**src/rtl/reg_piso_tx.sv**
```systemverilog
// reg_piso_tx: parallel-in serial-out transmitter with load and per-bit valid/ready handshakes.
module reg_piso_tx #(
    parameter int MAX_WIDTH = 8,
    parameter bit LSB_FIRST = 1'b1
) (
    input  logic                                 clk,
    input  logic                                 rst,
    input  logic                                 en,
    input  logic                                 load_valid,
    output logic                                 load_ready,
    input  logic [MAX_WIDTH-1:0]                 d,
    output logic                                 sout,
    output logic                                 sout_valid,
    input  logic                                 sout_ready,
    output logic                                 busy,
    output logic                                 done,
    output logic [$clog2(MAX_WIDTH+1)-1:0]       bit_cnt
);
    localparam int CW = $clog2(MAX_WIDTH+1);
    typedef enum logic [1:0] {IDLE, SHIFT, DONE} state_t;
    state_t state, state_n;
    logic [MAX_WIDTH-1:0] shreg, shreg_n;
    logic [CW-1:0] cnt_n;
    logic ready_q, done_q, out_bit;
    // ready/done are held in registers and masked by en so a disabled block never advertises either
    assign load_ready = ready_q & en;
    assign done = done_q & en;
    assign out_bit = LSB_FIRST ? shreg_n[0] : shreg_n[MAX_WIDTH-1];
    always_comb begin
        state_n = state;
        shreg_n = shreg;
        cnt_n = bit_cnt;
        case (state)
            IDLE: if (load_valid && load_ready) begin
                shreg_n = d;
                cnt_n = CW'(MAX_WIDTH);
                state_n = SHIFT;
            end
            SHIFT: if (sout_valid && sout_ready && en) begin
                shreg_n = LSB_FIRST ? shreg >> 1 : shreg << 1;
                cnt_n = bit_cnt - CW'(1);
                state_n = (bit_cnt == CW'(1)) ? DONE : SHIFT;
            end
            DONE: state_n = IDLE;
            default: state_n = IDLE;
        endcase
    end
    always_ff @(posedge clk or negedge rst) begin
        if (!rst) begin
            state <= IDLE;
            shreg <= '0;
            bit_cnt <= '0;
            sout <= 1'b0;
            sout_valid <= 1'b0;
            busy <= 1'b0;
            ready_q <= 1'b0;
            done_q <= 1'b0;
        end else if (en) begin
            state <= state_n;
            shreg <= shreg_n;
            bit_cnt <= cnt_n;
            sout_valid <= (state_n == SHIFT);
            sout <= (state_n == SHIFT) & out_bit;
            busy <= (state_n != IDLE);
            ready_q <= (state_n == IDLE);
            done_q <= (state_n == DONE);
        end
    end
endmodule

```
**config.mk**
```make
export PLATFORM = sky130hd
export DESIGN_NAME = reg_piso_tx
export DESIGN_NICKNAME = d
export VERILOG_FILES = /design/src/rtl/reg_piso_tx.sv
export SDC_FILE = /design/constraint.sdc
export NUM_CORES = 1
export LEC_CHECK = 0
export ABC_AREA = 1
export CAP_MARGIN = 20
export CORE_AREA = 5 5 60 62
export DETAILED_ROUTE_END_ITERATION = 8
export DIE_AREA = 0 0 65 67
export GPL_TIMING_DRIVEN = 0
export PLACE_DENSITY_LB_ADDON = 0.15
export SLEW_MARGIN = 20
export SYNTH_ARGS = -nofsm -noshare
export SYNTH_HDL_FRONTEND = slang
export SYNTH_SLANG_ARGS = --single-unit
```
**constraint.sdc**
```tcl
create_clock -name clk -period 1.1 [get_ports clk]
set_input_delay 0.22 -clock clk [delete_from_list [all_inputs] [get_ports clk]]
set_output_delay 0.22 -clock clk [all_outputs]
set_load 0.005 [all_outputs]
```
# Word level (Yosys, flattened, before mapping)
# Index checks and enable logic that the tools add are counted.
[op_classes] bitwise_logic=3 addsub=1 n_mux=10 n_reduce_logical=8 n_eq_ne=6
[ops] operator="8-bit 2-to-1 mux" n=2
[ops] operator="8-bit case mux with 2 select lines" n=1
[ops] operator="4-bit 2-to-1 mux" n=2
[ops] operator="4-bit case mux with 2 select lines" n=1
[ops] operator="2-bit 2-to-1 mux" n=3
[ops] operator="2-bit by 1-bit equality test with 1-bit output (second input constant)" n=2
[ops] operator="4-bit by 1-bit equality test with 1-bit output (second input constant)" n=1
[ops] operator="2-bit logical NOT" n=2
[ops] operator="2-bit inequality test (second input constant)" n=2
[ops] operator="2-bit case mux with 2 select lines" n=1
[ops] operator="4-bit AND reduction" n=1
[ops] operator="2-bit nonzero test" n=2
[ops] operator="4-bit by 1-bit subtractor with 4-bit output (second input constant)" n=1
[ops] operator="1-bit AND" n=3
[ops] operator="1-bit logical AND" n=3
[ops] operator="2-bit equality test (second input constant)" n=1
[word_totals] register_bits=19 out_inout_bits=9 in_bits=13 wordCells=37

# Depth between registers and ports, before layout
[depth] ltp_word=6 depth_mapped=8 ltp_nobuf=8

# Least setup slack after synthesis
# Ideal clock, no wire load.
[synth_path] path_type="register to register" startpoint="reg ready_q" endpoint="reg shreg[2]" t_arrival_ps=1002 required_ps=976 slack_ps=-26 stages_incl_launch_ff=9 path_buffers=1 synth_period_minus_slack_ps=1126 setup_ps=124 cell_sequence="dfrtp_1 > nand2_2 > nor2_8 > inv_2 > nand2_1 > nand4_2 > buf_6 > nand2_1 > nand3_1"
[synth_between] elab_chain_cells=4
[synth_rtl] element="from (decl)" line_no="24" source="logic ready_q, done_q, out_bit;"
[synth_rtl] element="from (signal assigned)" line_no="65" source="ready_q <= (state_n == IDLE);"
[synth_rtl] element="1-bit AND" line_no="26" source="assign load_ready = ready_q & en;"
[synth_rtl] element="1-bit logical AND" line_no="34" source="IDLE: if (load_valid && load_ready) begin"
[synth_rtl] element="2-bit inequality test (no line)"
[synth_rtl] element="4-bit AND reduction (no line)"
[synth_rtl] element="to (signal assigned)" line_no="60" source="shreg <= shreg_n;"
[synth_rtl] element="to (decl)" line_no="22" source="logic [MAX_WIDTH-1:0] shreg, shreg_n;"
# Every way passes these cells.
# A chain may end at the register's enable or synchronous reset.

# Final worst setup path
[layout_path] startpoint="reg ready_q" endpoint="reg shreg[1]"
# Same word-level chain as after synthesis.

==> results by group <==
Critical path
  • Crit. End Element: flop
  • CP top delay family: simple AND/OR/NAND/NOR gates
  • Type of origin of the critical path: flop
  • Critical path, cell by cell: nand2_2 > buf_6 > nor2_8 > inv_2 > nand2_2 > nand4_4 > buf_6 > nand2_4 > nand3_2
  • Crit path required time: 1.30 ns
  • Crit path buf inv count: 3
  • Max incr delay on CP: 0.38 ns
  • Worst Path Arrival: 1.46 ns
  • CP max stage cell: dfrtp_1
  • Worst r2r src: ready_q
  • Crit Path Class: reg -> reg
  • CP startpoint: ready_q
  • Crit-path max FO: 5

Placed design
  • Final HPWL DP: 1540 µm
  • Placer congestion estimate: 0.732
  • Placed cell count: 171
  • Placed cell area: 1240 µm²
  • I/O Buffers: 21

Drt
  • First-pass iteration count of the detailed router: 4
  • WL per Instance: 12.1 µm
  • Routed Antenna Nets: 0
  • Vias: 879
  • Initial DRC Count: 28
  • Vias per inst: ~4.7
  • Post-Route WL: 2280 µm
  • Post-route DRC: 0

Die
  • Die footprint: roughly 4400 µm²
  • Die H: 67 µm
  • Die width: 65 µm
  • Core area: 2980 µm²
  • Rows: 20
  • I/O pin total: 22
  • Starting density of the core: between 30 and 40%

Finish
  • Net count, final: 172
  • Final core utilization: 48.0%
  • Multi-input gate area: 536 µm²
  • Fin cells: between 150 and 200
  • Commonest non-fill, non-tap cells in the layout: nand2_1 (31), dfrtp_1 (18), nand2_2 (13), nand3_1 (13), buf_4 (11)
  • Area grow syn2layout: 45.1%
  • Filler cell count: 306
  • Diode count: 0
  • Most common cell after layout, fill and taps aside: nand2_1
  • Cell area after layout: 1430 µm²
  • Layout cells sized above 1: 39.7%
  • Storage cell area: 477 µm²

Global route
  • Number of global-route vias before repair: 895
  • First-pass GRT wire length: 4020 µm
  • Total track usage: roughly an eighth
  • Antenna violations before repair: 0
  • Largest net degree at the start of global routing: 20
  • Remaining Overflow, GRT: 0

Clock tree
  • Clock sink count: 19
  • CTS max path bufs: 2
  • Worst skew pair latency: 0.30 ns
  • Num CTS Buffers: 3
  • CTS H-tree depth: 1
  • CTS tree: done
  • Post-cts hold buffer count: 0
  • CTS Root Cell: clkbuf_4
  • CTS clk-pin slew, worst paths: ~0.12 ns

Run status
  • Violations in the final reports: negative setup slack
  • Status: complete, but fails checks

Timing
  • Clock Skew: roughly 0.0031 ns
  • Hold_ws: 0.00429 ns
  • Fmax: between 700 and 800 MHz
  • RSZ-0062 raised after global routing: true
  • Final period util: 114%
  • Slew HR: 42.7%
  • Count of final hold-check violations: 0
  • Final min period: 1.25 ns
  • Final setup violation count: 18
  • Worst Max-Slew Pin Slew: 0.858 ns
  • Final Max Tran Viols: 0
  • Worst setup margin: -0.155 ns

Pwr
  • Power Total: about 2.8 mW
  • P_leak: 0.750 nW
  • Pwr per Cell Area: around 2000 nW/µm²
  • Worst ir drop on vdd: just under 0.9 mV

Yosys
  • Ys Warns: 0
  • Synth unique cells: 22
  • Area share of and/or/nand/nor cells after synthesis: 37.2%
  • Post-synthesis xor/xnor area fraction: 0.888%
  • Syn_nets: roughly 130
  • Synth Area in Compound Gates: 5.08%
  • Synthesized flop and latch total: 19
  • Main combinational cell family by area after synthesis: simple AND/OR/NAND/NOR gates
  • Post-synthesis mux area share: 0%
  • Mapped Area: approximately 1000 µm²
  • Synth Area in Adders: 2.54%
  • Register area share after synthesis: 48.2%
  • Synth Instances: 117
  • Syn avg cell area: 8.43 µm²

Flow run
  • Max-Cap Viols: 0

Worst hold path
  • Hold Crit Class: in -> async
-- cell usage after synthesis, drive strengths merged --
cell | number | area [µm²]
or2 | 1 | 6.26
nand2 | 45 | 176
o21bai | 1 | 7.51
nor2 | 6 | 53.8
dfrtp | 19 | 475
a21oi | 3 | 15.0
inv | 11 | 41.3
buf | 2 | 18.8
nand3 | 20 | 118
xnor2 | 1 | 8.76
o21ai | 4 | 20.0
nand4 | 1 | 12.5
ha | 2 | 25.0
o21a | 1 | 7.51
-- kinds of logic after synthesis --
kind of cell,count (synthesis)
and+or+nand+nor,73
AOI/OAI and AO/OA,9
xor gates and xnor gates,1
adders and majority gates,2
buffers and inverters,13
DFF,19
-- flip-flops by register name, summed over array words and instances (netlist names) --
signal and flops:
ready_q 1, bit_cnt 4, sout 1, state 2, shreg 8, sout_valid 1, done_q 1, busy 1
-- final cells by class --
class	count	area share [%]
tap	33	2.89
buffer	2	1.57
sequential	19	33.3
inverter	11	3.06
multi-input combinational	85	37.4
clock buffer	3	1.57
clock inverter	1	0.350
timing repair buffer	35	19.8
-- through the flow --
step           setup TNS [ns]  setup WS [ns]
4_1_cts                 -2.65         -0.185
6_report                -2.04         -0.155
3_3_place_gp           -15.27         -0.624
2_1_floorplan          -0.217        -0.0261
3_5_place_dp           -15.32         -0.636
5_1_grt                 -3.90         -0.260
-- worst register-to-register path, stage by stage (launching register included) --
cell and delay (ns):
dfrtp_1 0.38, nand2_2 0.06, buf_6 0.12, nor2_8 0.10
inv_2 0.06, nand2_2 0.07, nand4_4 0.09, buf_6 0.16
nand2_4 0.05, nand3_2 0.06
-- timing repair --
item,in CTS,in global routing
cloned,1,0
gates resized for setup,60,9
pin swaps,10,4
setup buffers,13,0
setup endpoints to repair,28,39
-- layer usage --
layer / track usage (%) / share of wire [%] / vias up
met1: 14.3 / 46 / 412
met5: 0 / 0 / -
met2: 21.1 / 49 / 15
met4: 3.17 / 0.83 / 0
li1: - / - / 450
met3: 3.88 / 4.1 / 2
-- worst paths after layout --
kind                            slack (ns)          to  cells past startpoint
min in group clk                      0.46    shreg[7]                      3
max in group asynchronous             0.52    state[0]                      1
worst max-delay path                 -0.15    shreg[1]                      9
worst min-delay path                 0.004  bit_cnt[2]                      1
worst max register to register       -0.15    shreg[1]                      9
worst min register to register        0.49        busy                      2
-- power by group --
part	switching [mW]	internal [mW]
clock network	0.232	0.136
registers	0.174	0.955
logic	0.676	0.657
total	1.08	1.75
(Power assumes the default switching activity.)
==> RTL edit: new RTL, same flow settings <==
The parameter `MAX_WIDTH` goes from 8 to 16.
--- a/src/rtl/reg_piso_tx.sv
+++ b/src/rtl/reg_piso_tx.sv
@@ -1,6 +1,6 @@
 // reg_piso_tx: parallel-in serial-out transmitter with load and per-bit valid/ready handshakes.
 module reg_piso_tx #(
-    parameter int MAX_WIDTH = 8,
+    parameter int MAX_WIDTH = 16,
     parameter bit LSB_FIRST = 1'b1
 ) (
     input  logic                                 clk,
Interface: changed (resized bit_cnt and d); port bits go from 22 to 31. The function was not compared with the original's and may differ.
==> RTL edit against the original RTL <==
- the flow still finishes with violations (setup timing)
- clock power rose by 40%
- total power is 72% higher
- final area increased by 62%
- critical path depth shrank 1
- worst setup slack worse by 140 ps
- sequential cell count is 9 higher
- hold slack better by 110 ps
- die area did not move
- final cell count grew 40%
- area after synthesis rose by 40%
- wire length is 79% higher
- critical path type unchanged
==> RTL edit: results (changes against the original RTL) <==
- Setup Buffers After CTS: 22 (+9)
- Proportion of layout cells with a drive suffix above 1: 0.522 (+0.124)
- Final setup fails: 32 (+14)
- Critical path startpoint: bit_cnt[1]
- Vias in the first global route: 1,384 (+55%)
- Worst setup margin: -295 ps (-141 ps)
- Vias per cell: 5.18 (+11%)
- P_leak: 1.23 nW (+64%)
- Syn nets: 189 (+43%)
- Post-synth top cells: nand2_1 (70), dfrtp_1 (28), nand3_1 (19)
- Seq pwr share: 0.372 (-0.027)
- Hold slack: 110 ps (+106 ps)
- DR iter-0 viols: 79 (+180%)
- Maximum number of pins on one net before global-route repair: 29 (+45%)
- Failing checks: setup timing
- Detail-routed net length per standard cell: 15.4 um (+28%)
- GRT Overall Usage: 0.194 (+0.0726)
- Clk_lat worst skew: 330 ps (+30 ps)
- CTS clock-pin slew for the worst setup and hold paths: 150 ps (+30 ps)
- PostCTS Resize Cnt: 102 (+70%)
- Number of port buffers: 29 (+38%)
- Measured slew at the worst slew-check pin: 629 ps (-229 ps)
- Crit path to: bit_cnt[4]
- Hpwl dp: 2190 um (+42%)
- Internal power: 2.96 mW (+69%)
- Top cells by area, synth: dfrtp_1 (51%), nand2_1 (19%), nand3_1 (6.9%), inv_1 (3.3%), buf_6 (2.5%)
- Post-layout net count: 256 (+49%)
- Sequential share of the synthesized area: 0.509 (+0.0264)
- Fillers: 191 (-38%)
- Clock Skew: 2.61 ps (-0.454 ps)
- Distinct cells, synth: 23 (+4.5%)
- Clock power share: 0.105 (-0.025)
- Status: finished, violations left
- Post-CTS Hold Buffers: 1 (+1)
==> RTL edit: cell types whose count changed after synthesis, moves of 2 or more <==
cell and change:
nand2_1 +28, dfrtp_1 +9, nor2_1 +2, xor2_1 +2
o21ai_0 +3, inv_1 +3, buf_6 +2, nand2_4 +2
a21oi_1 -3
==> RTL edit: critical path: stages, from the launching register on <==
cell and delay, ps:
dfrtp_1 410, buf_6 130, inv_6 50, buf_4 120, ha_4 160, nand2_2 70
xnor2_1 140, o21ai_1 150, nand2_1 70
==> RTL edit: metrics by stage <==
| step | worst slack, ps | util | TNS [ps] | cells | power [mW] |
|---|---|---|---|---|---|
| after floorplan | -77.0 | - | -815 | 166 | 2.55 |
| after global placement | -618 | 0.576 | -27240 | 228 | 3.05 |
| after detailed placement | -498 | 0.574 | -10800 | 228 | 3.13 |
| after CTS | -233 | 0.713 | -4620 | 257 | 4.35 |
| after global routing | -354 | 0.779 | -7260 | 265 | 5.13 |
| final | -295 | 0.779 | -5410 | 265 | 4.87 |
==> RTL edit: kinds of logic (layout without fill, tap and decap cells) <==
logic type      after synthesis  in the layout  synth area share
fa+ha+maj                     2              2            0.0182
xor+xnor                      3              3            0.0191
compound gates               10             10            0.0500
simple gates                103            103             0.332
flops                        28             28             0.509
buf+inv                      20             86            0.0726
==> RTL edit: cell type report <==
cell class	instances	area share
flip-flops and latches	28	0.303
plain buffers	4	0.0194
multi-input cells	118	0.366
well taps	33	0.0178
repair buffers	62	0.243
inverters	16	0.0356
clock buffers	4	0.0156
==> RTL edit: per-layer routing <==
layer | part of all wire | vias up | track usage
met3 | 0.041 | 9 | 0.0320
met4 | 0.029 | 0 | 0.0871
met5 | 0 | - | 0
met2 | 0.55 | 39 | 0.367
met1 | 0.38 | 669 | 0.210
li1 | - | 655 | -
